--- src/rtl/jtcus30_dcout.sv ---
// jtcus30_dcout
//   Output conditioner for the CUS30 stereo DAC. Converts the unsigned 11-bit
//   left/right frame sums into signed 16-bit audio: DC-blocking high-pass
//   (or fixed mid-point removal), 4.4 gain, and saturation. A single datapath
//   is shared between the two channels and sequenced by a five-state FSM.
//
// Parameters
//   POLE  high-pass pole shift, leak term is yprev >>> POLE (4..12)
//   MID   offset removed in bypass mode (mid-scale 1024 << 4)
//
// Ports
//   clk         system clock
//   rst         synchronous active-high reset
//   sample_stb  one-cycle pulse, snd_l/snd_r carry a new frame sum
//   snd_l/r     unsigned 11-bit channel sums
//   hpf_en      1 = DC blocker, 0 = subtract MID
//   gain        unsigned 4.4 gain (16 = unity)
//   snd_lo/ro   signed 16-bit outputs, held between sample_out pulses
//   sample_out  one-cycle pulse when snd_lo/snd_ro update
//   ovr         pulses while an already pending sample is being overwritten
module jtcus30_dcout #(
  parameter int POLE = 7,
  parameter int MID  = 16384
) (
  input  logic               clk,
  input  logic               rst,
  input  logic               sample_stb,
  input  logic [10:0]        snd_l,
  input  logic [10:0]        snd_r,
  input  logic               hpf_en,
  input  logic [7:0]         gain,
  output logic signed [15:0] snd_lo,
  output logic signed [15:0] snd_ro,
  output logic               sample_out,
  output logic               ovr
);

  typedef enum logic [2:0] {IDLE, LH, LG, RH, RG} state_t;

  state_t state_reg, state_next;

  // working copy of the frame being processed
  logic [10:0] xl_reg, xr_reg;

  // one-deep pending buffer for strobes that arrive while busy
  logic [10:0] pend_l_reg, pend_r_reg;
  logic        pend_valid_reg;

  // per-channel filter state, index 0 = left, 1 = right
  logic signed [16:0] xprev_reg [2];
  logic signed [19:0] yprev_reg [2];

  logic signed [19:0] y_reg;      // filter result waiting for the gain stage
  logic signed [15:0] stage_reg;  // left output held until right is ready

  // ---------------------------------------------------------------------------
  // High-pass / bypass stage (active in LH and RH)
  // ---------------------------------------------------------------------------
  logic               ch;
  logic [10:0]        x_sel;
  logic signed [16:0] x_cur;
  logic signed [16:0] xprev_sel;
  logic signed [19:0] yprev_sel;
  logic signed [19:0] leak;
  logic signed [20:0] diff21;
  logic signed [20:0] sum21;
  logic signed [20:0] byp21;
  logic signed [19:0] y_sat;
  logic signed [19:0] y_new;

  assign ch        = (state_reg == RH);
  assign x_sel     = ch ? xr_reg : xl_reg;
  assign x_cur     = {2'b00, x_sel, 4'b0000};
  assign xprev_sel = xprev_reg[ch];
  assign yprev_sel = yprev_reg[ch];
  assign leak      = yprev_sel >>> POLE;
  assign diff21    = {{4{x_cur[16]}}, x_cur} - {{4{xprev_sel[16]}}, xprev_sel};
  assign sum21     = {yprev_sel[19], yprev_sel} + diff21 - {leak[19], leak};
  assign byp21     = {{4{x_cur[16]}}, x_cur} - 21'(MID);

  always_comb begin
    y_sat = sum21[19:0];
    if (sum21[20] != sum21[19]) begin
      y_sat = sum21[20] ? 20'sh80000 : 20'sh7FFFF;
    end
  end

  // bypass result always fits in 20 bits, so no saturation needed there
  assign y_new = hpf_en ? y_sat : byp21[19:0];

  // ---------------------------------------------------------------------------
  // Gain stage (active in LG and RG)
  // ---------------------------------------------------------------------------
  logic signed [8:0]  gain9;
  logic signed [28:0] prod;
  logic signed [28:0] prod_sh;
  logic signed [15:0] out_sat;

  assign gain9   = {1'b0, gain};
  assign prod    = 29'(y_reg) * 29'(gain9);
  assign prod_sh = prod >>> 4;

  always_comb begin
    out_sat = prod_sh[15:0];
    if (!prod_sh[28] && (|prod_sh[27:15])) begin
      out_sat = 16'sh7FFF;
    end else if (prod_sh[28] && !(&prod_sh[27:15])) begin
      out_sat = 16'sh8000;
    end
  end

  // ---------------------------------------------------------------------------
  // FSM
  // ---------------------------------------------------------------------------
  logic take_next;  // RG will start another frame right away

  assign take_next = pend_valid_reg || sample_stb;

  always_comb begin
    state_next = state_reg;
    case (state_reg)
      IDLE:    if (sample_stb) state_next = LH;
      LH:      state_next = LG;
      LG:      state_next = RH;
      RH:      state_next = RG;
      RG:      state_next = take_next ? LH : IDLE;
      default: state_next = IDLE;
    endcase
  end

  // Overwrite indication follows the strobe directly so it lines up with the
  // cycle in which the older pending frame is lost.
  assign ovr = !rst && sample_stb && pend_valid_reg && (state_reg != IDLE);

  always_ff @(posedge clk) begin
    if (rst) begin
      state_reg      <= IDLE;
      xl_reg         <= '0;
      xr_reg         <= '0;
      pend_l_reg     <= '0;
      pend_r_reg     <= '0;
      pend_valid_reg <= 1'b0;
      y_reg          <= '0;
      stage_reg      <= '0;
      snd_lo         <= '0;
      snd_ro         <= '0;
      sample_out     <= 1'b0;
      for (int i = 0; i < 2; i++) begin
        xprev_reg[i] <= '0;
        yprev_reg[i] <= '0;
      end
    end else begin
      state_reg  <= state_next;
      sample_out <= 1'b0;

      // strobes while busy go to the pending buffer, newest wins;
      // in RG the strobe is consumed directly by the next frame instead
      if (sample_stb && (state_reg != IDLE) && (state_reg != RG)) begin
        pend_l_reg     <= snd_l;
        pend_r_reg     <= snd_r;
        pend_valid_reg <= 1'b1;
      end

      case (state_reg)
        IDLE: begin
          if (sample_stb) begin
            xl_reg <= snd_l;
            xr_reg <= snd_r;
          end
        end
        LH, RH: begin
          y_reg         <= y_new;
          xprev_reg[ch] <= x_cur;
          yprev_reg[ch] <= hpf_en ? y_new : 20'sd0;
        end
        LG: begin
          stage_reg <= out_sat;
        end
        RG: begin
          snd_lo         <= stage_reg;
          snd_ro         <= out_sat;
          sample_out     <= 1'b1;
          pend_valid_reg <= 1'b0;
          if (sample_stb) begin
            xl_reg <= snd_l;
            xr_reg <= snd_r;
          end else if (pend_valid_reg) begin
            xl_reg <= pend_l_reg;
            xr_reg <= pend_r_reg;
          end
        end
        default: ;
      endcase
    end
  end

endmodule
--- config.mk ---
export PLATFORM = sky130hd
export DESIGN_NAME = jtcus30_dcout
export DESIGN_NICKNAME = d
export VERILOG_FILES = /design/src/rtl/jtcus30_dcout.sv
export SDC_FILE = /design/constraint.sdc
export NUM_CORES = 1
export LEC_CHECK = 0
export ABC_AREA = 1
export BUFFER_PORTS_ARGS = -buffer_cell sky130_fd_sc_hd__buf_4
export CAP_MARGIN = 20
export CORE_ASPECT_RATIO = 1.25
export CORE_MARGIN = 2
export CORE_UTILIZATION = 63
export CTS_CLUSTER_SIZE = 25
export DETAILED_ROUTE_END_ITERATION = 10
export GPL_TIMING_DRIVEN = 0
export MAX_ROUTING_LAYER = met4
export PLACE_DENSITY_LB_ADDON = 0.25
export SLEW_MARGIN = 15
export SYNTH_ARGS = -nofsm -noshare
export SYNTH_HDL_FRONTEND = slang
export SYNTH_SLANG_ARGS = --single-unit
--- constraint.sdc ---
create_clock -name clk -period 6.1 [get_ports clk]
set_clock_uncertainty 0.05 [all_clocks]
set_input_delay 0.61 -clock clk [delete_from_list [all_inputs] [get_ports clk]]
set_output_delay 0.61 -clock clk [all_outputs]
set_load 0.01 [all_outputs]
======== Word-level counts from Yosys, hierarchy flattened ========
Memory sizes are Yosys's and may differ from the RTL's.
Cells that the tools add are included.
storage, ports and cells
  output and inout port bits .............. 34
  memories kept ........................... 2
  RAM bits ................................ 62
  register bits ........................... 117
  bits of input ports ..................... 34
  logic and storage cells ................. 77
memories
  memory     depth  width  rd ports  clocked after memory_dff  wr ports  RTL line  source
  yprev_reg  2      20     1         0                         2         51        logic signed [19:0] yprev_reg [2];
  xprev_reg  2      11     1         0                         2         50        logic signed [16:0] xprev_reg [2];
cells by class
  reduce and logical (&&, ||, !) cells .... 21
  multiply operators ...................... 1
  eq/ne operators ......................... 8
  multiplexer cells ....................... 30
  add/sub/neg operators ................... 4
operators by type and width
  operator                                              count
  two-way mux 20 bit                                    5
  two-way mux 11 bit                                    8
  case mux 11 bit (2 select lines)                      2
  two-way mux 16 bit                                    2
  multiplier 20 x 9 -> 29 bit                           1
  adder 20 x 18 -> 21 bit                               1
  subtractor 21 bit                                     1
  OR reduction 20 bit                                   1
  subtractor 16 x 17 -> 18 bit                          1
  subtractor 15 x 15 -> 16 bit (second input constant)  1
  case mux 3 bit (5 select lines)                       1
  two-way mux 1 bit                                     11
  OR reduction 11 bit                                   1
  AND reduction 10 bit                                  1
  OR reduction 10 bit                                   1
  logical AND 1 bit                                     7
  == test 3 x 2 -> 1 bit (second input constant)        2
  != test 3 bit (second input constant)                 2
  OR reduction 2 bit                                    2
  == test 3 x 1 -> 1 bit (second input constant)        1
  == test 3 bit (second input constant)                 1
  zero test 1 bit                                       3
  zero test 3 bit                                       1
  two-way mux 3 bit                                     1
  other kinds (6)                                       6

======== Logic depth before layout (Yosys ltp) ========
  word-level depth ........................ 10
  mapped depth ............................ 31
  mapped depth without buffers ............ 29

======== Worst setup path after synthesis ========
OpenSTA, ideal clock, no wires.
  path type ............................... input to register
  from .................................... input port gain[0]
  to ...................................... register stage_reg[11]
  stages on the path ...................... 27
  path slack .............................. 801 ps
  data required time ...................... 5941 ps
  data arrival time ....................... 5140 ps
  library setup time ...................... 109 ps
  path buffers ............................ 3
  cells stage by stage .................... clkbuf_1 > buf_1 > nand2_1 > fa_1 > inv_1 > fa_1 > fa_1 > inv_1 > fa_1 > inv_1 > ha_1 > nand2_1 > inv_1 > nand2_1 > nand2_1 > nand2_1 > nand2_1 > nand2_1 > nand3_2 > a21oi_2 > xor2_2 > nand2_2 > buf_12 > nand2_2 > nand3_1 > nand2_1 > inv_1
between the ends
  word-level cells in the longest chain between the ends .. 6
  elaborated cells between the ends (all ways) .. 9
  classes of those cells .................. mul: 1; mux: 2; reduce/logical: 6
RTL lines
  what                           RTL line  source
  start, declared                31        input logic [7:0] gain,
  multiplier 20 x 9 -> 29 bit *  100       assign prod = 29'(y_reg) * 29'(gain9);
  AND reduction 10 bit           107       end else if (prod_sh[28] && !(&prod_sh[27:15])) begin
  zero test 1 bit                107
  logical AND 1 bit              107
  two-way mux 16 bit             107
  two-way mux 16 bit *           105       if (!prod_sh[28] && (|prod_sh[27:15])) begin
  end signal, assigned           177       stage_reg <= out_sat;
  end, declared                  54        logic signed [15:0] stage_reg;
Mark *: on every way between the ends. The rest lies on a longest branch, timed or not.
A chain may end at the register's enable or synchronous reset.

======== Final worst setup path ========
  from .................................... input port gain[1]
  to ...................................... register stage_reg[13]
The elaborated chain is that of the path after synthesis.

==> metrics.log <==
INFO  metric drive_gt1_share = 8.56%
INFO  metric yosysWarningCount = 0
INFO  metric initial_utilization = 63.6%
INFO  metric post_synth.cell_area_avg = 7.60 µm²
INFO  metric postSynthCellCount = 2038
INFO  metric postRouteAntennaNets = 0
INFO  metric yosys_register_bits = 179
INFO  metric dp.final_hpwl = 31500 µm
INFO  metric largest_reg_flops = 40
INFO  metric finish.utilization = 69.5%
INFO  metric synth_sequential_area_ratio = 27.2%
INFO  metric critPathArrivalTime = 6.19 ns
INFO  metric synth-async-reset-ratio = 0%
INFO  metric numCtsBuffers = 17
INFO  metric cts_max_level = 4
INFO  metric cts-resized-gates = 0
INFO  metric antenna-diode-count = 0
INFO  metric synthDistinctLibCells = 51
INFO  metric yosysTopAreaCellShare = 19.4%
INFO  metric slowest_stage = fa_1
INFO  metric cts_tree = done
INFO  metric slew-limit-headroom = 45.8%
INFO  metric multiInputGateArea = 0.00929 mm²
INFO  metric drt_first_iter_violations = 882
INFO  metric residual_drc = 0
INFO  metric worst_setup_path_end_kind = flop
INFO  metric preCtsSetupSlack = -0.374 ns
INFO  metric number_of_antenna_violations_at_the_first_check_in_global_routing = 0
INFO  metric mappedNetlistNets = 2307
INFO  metric post_synth_main_area_contributors = fa_1, dfxtp_1, nand2_1
INFO  metric timing.final.ws_setup = 0.196 ns
INFO  metric clk_transition_reported_paths = 0.07 ns
INFO  metric max_cap_violations = 0
INFO  metric cts_max_path_buffers = 2
INFO  metric final-hold-violation-count = 0
INFO  metric filler_cell_count = 2051
INFO  metric drt_wl_total = 39200 µm
INFO  metric clock_sink_count = 179
INFO  metric ctsHoldBuffers = 0
INFO  metric num_vias = 13200
INFO  metric buffer_ports.inserted = 58
INFO  metric timing.critical_path.slowest_cell_delay = 0.58 ns
INFO  metric timing.final.setup_violations = 0
INFO  metric clk_latency = 0.44 ns
INFO  metric grt_pass1_vias = 13100
INFO  metric maximum_clock_rate = 169 MHz
INFO  metric crit_fanout = 10
INFO  metric final_worst_path_period_share = 96.8%
INFO  metric area_of_all_sequential_standard_cells = 0.00420 mm²
INFO  metric worst_margin_slew = 0.810 ns
INFO  metric final_net_count = 2383
INFO  metric drt_pre_antenna_iters = 6
INFO  metric cp-start-kind = primary input
INFO  metric grt_start_max_net_pins = 32
INFO  metric synth_largest_area_cell = fa_1
INFO  metric postCtsSetupBuffers = 0
INFO  metric global_route.usage.total = 32.9%
INFO  metric yosys_most_used_dff = dfxtp_1
INFO  metric die_area = 0.0258 mm²
INFO  metric fp.dieH = 179 µm
INFO  metric min-delay-path-class = primary input to flop
INFO  metric total_leakage_power = 0.00904 µW
INFO  metric synth_edf_count = 62
INFO  metric vdd_drop_max = 0.408 mV
INFO  metric grt_setup_unrepaired = false
INFO  metric status = finished, final reports clean
INFO  metric final_weighted_congestion_in_routability_driven_placement = 0.960
INFO  metric die-width = 144 µm
INFO  metric routed_wire_length_per_instance = 15.9 µm
INFO  metric io_pins = 68
INFO  metric via_per_inst = 5.35
INFO  metric clockRootBuffer = clkbuf_16
INFO  metric timing.critical_path.mode_cell = inv_1
INFO  metric areaGrowthSynthToFinish = 9.26%
INFO  metric period_minus_slack = 5.90 ns
INFO  metric grt_overflow_total = 0
INFO  metric syn-cell-area = 0.0155 mm²
INFO  metric worst-endpoint-required = 6.39 ns
INFO  metric critical_path_class = primary input to flop
INFO  metric rows = 64
INFO  metric slew_violations = 0
INFO  metric design.core.area = 0.0243 mm²
INFO  metric first_pass_grt_wire_length = 63600 µm
INFO  metric cellPowerDensity = 528 mW/mm²
-- where the power goes --
| part | internal [µW] | switching, µW | leakage [µW] |
|---|---|---|---|
| Clock | 589 | 501 | 0.000287 |
| Sequential | 1400 | 64.0 | 0.00161 |
| Combinational | 2240 | 4130 | 0.00714 |
| Total | 4230 | 4690 | 0.00904 |
-- cell usage after synthesis (all sizes together), types with 15 or more instances --
cell type / instances
a21oi: 101
a31oi: 24
buf: 21
clkbuf: 67
dfxtp: 117
edfxtp: 62
fa: 150
ha: 85
inv: 425
mux2i: 18
nand2: 535
nand3: 62
nor2: 175
o21ai: 114
xnor2: 15
xor2: 18
-- layout make-up --
cell class,count,share of cell area (%)
clock inverter,13,0.814
sequential,179,24.9
timing repair buffer,58,2.57
multi-input combinational,1344,54.9
inverter,427,9.48
tap,330,2.44
clock buffer,19,2.62
buffer,87,2.29
-- path summary, 6_finish.rpt --
| check | from | end | slack (ns) | cells past startpoint |
|---|---|---|---|---|
| setup reg to reg | y_reg[15] | stage_reg[13] | 0.33 | 26 |
| setup / recovery | gain[1] | stage_reg[13] | 0.20 | 27 |
| hold / removal | snd_l[1] | pend_l_reg[1] | 0.35 | 3 |
| hold reg to reg | snd_ro[10] | snd_ro[10] | 0.41 | 2 |
-- cell usage in the layout (no fill, tap or decap), types with 3 or more instances in the layout --
master     Yosys  final
a21oi_1       97     97
a21oi_2        4      4
a31oi_1       24     24
and2_1         3      3
buf_2         12     12
buf_4          3     61
clkbuf_1      67     65
clkbuf_16      0     17
clkbuf_2       0      3
dfxtp_1      117    117
edfxtp_1      62     62
fa_1         150    150
ha_1          85     85
inv_1        423    423
inv_6          0      4
inv_8          0      4
mux2i_1       18     18
nand2_1      501    499
nand2_2       31     33
nand2_4        3      3
nand3_1       54     54
nand3_2        8      8
nand4_1       12     12
nor2_1       166    166
nor2_2         7      7
nor3_1         3      3
o21ai_0      113    113
o21bai_1       6      6
or2_2          6      6
xnor2_1       15     15
xor2_1        17     17
-- layer usage --
metal,vias up,share of wire (%),global-route usage [%]
met5,-,0,-
met4,0,5.5,17.4
met3,124,5.3,4.01
met2,457,51,57.5
met1,6221,38,36.8
li1,6350,-,-
-- critical path, delay by kind of cell --
family          cells  cell delay, ns
compound gates      1            0.19
xor+xnor            1            0.41
fa+ha+maj           5            2.40
buf+inv            10            1.42
simple gates       10            1.17
-- logic make-up (layout without fill, tap and decap cells) --
group                      Yosys count  after routing  share of synthesized area, %
AOI/OAI and AO/OA                  254            254                          8.86
xor gates and xnor gates            33             33                          1.92
adders and majority gates          235            235                          26.3
buffers and inverters              515            604                          12.9
DFF                                179            179                          27.2
muxes                               18             18                          1.16
and+or+nand+nor                    804            804                          21.8
-- stage by stage --
stage                     power [µW]  instances  cell area (µm²)  setup TNS, ns  hold slack (ns)
after floorplan                 6230       2038            15500              0            0.395
after global placement          7660       2426            16300          -5.26            0.391
after detailed placement        7730       2426            16300          -8.81            0.392
after CTS                       8880       2458            16900              0            0.343
after global routing            9760       2457            16900              0            0.347
final                           8920       2457            16900              0            0.351
(Power assumes the default switching activity.)
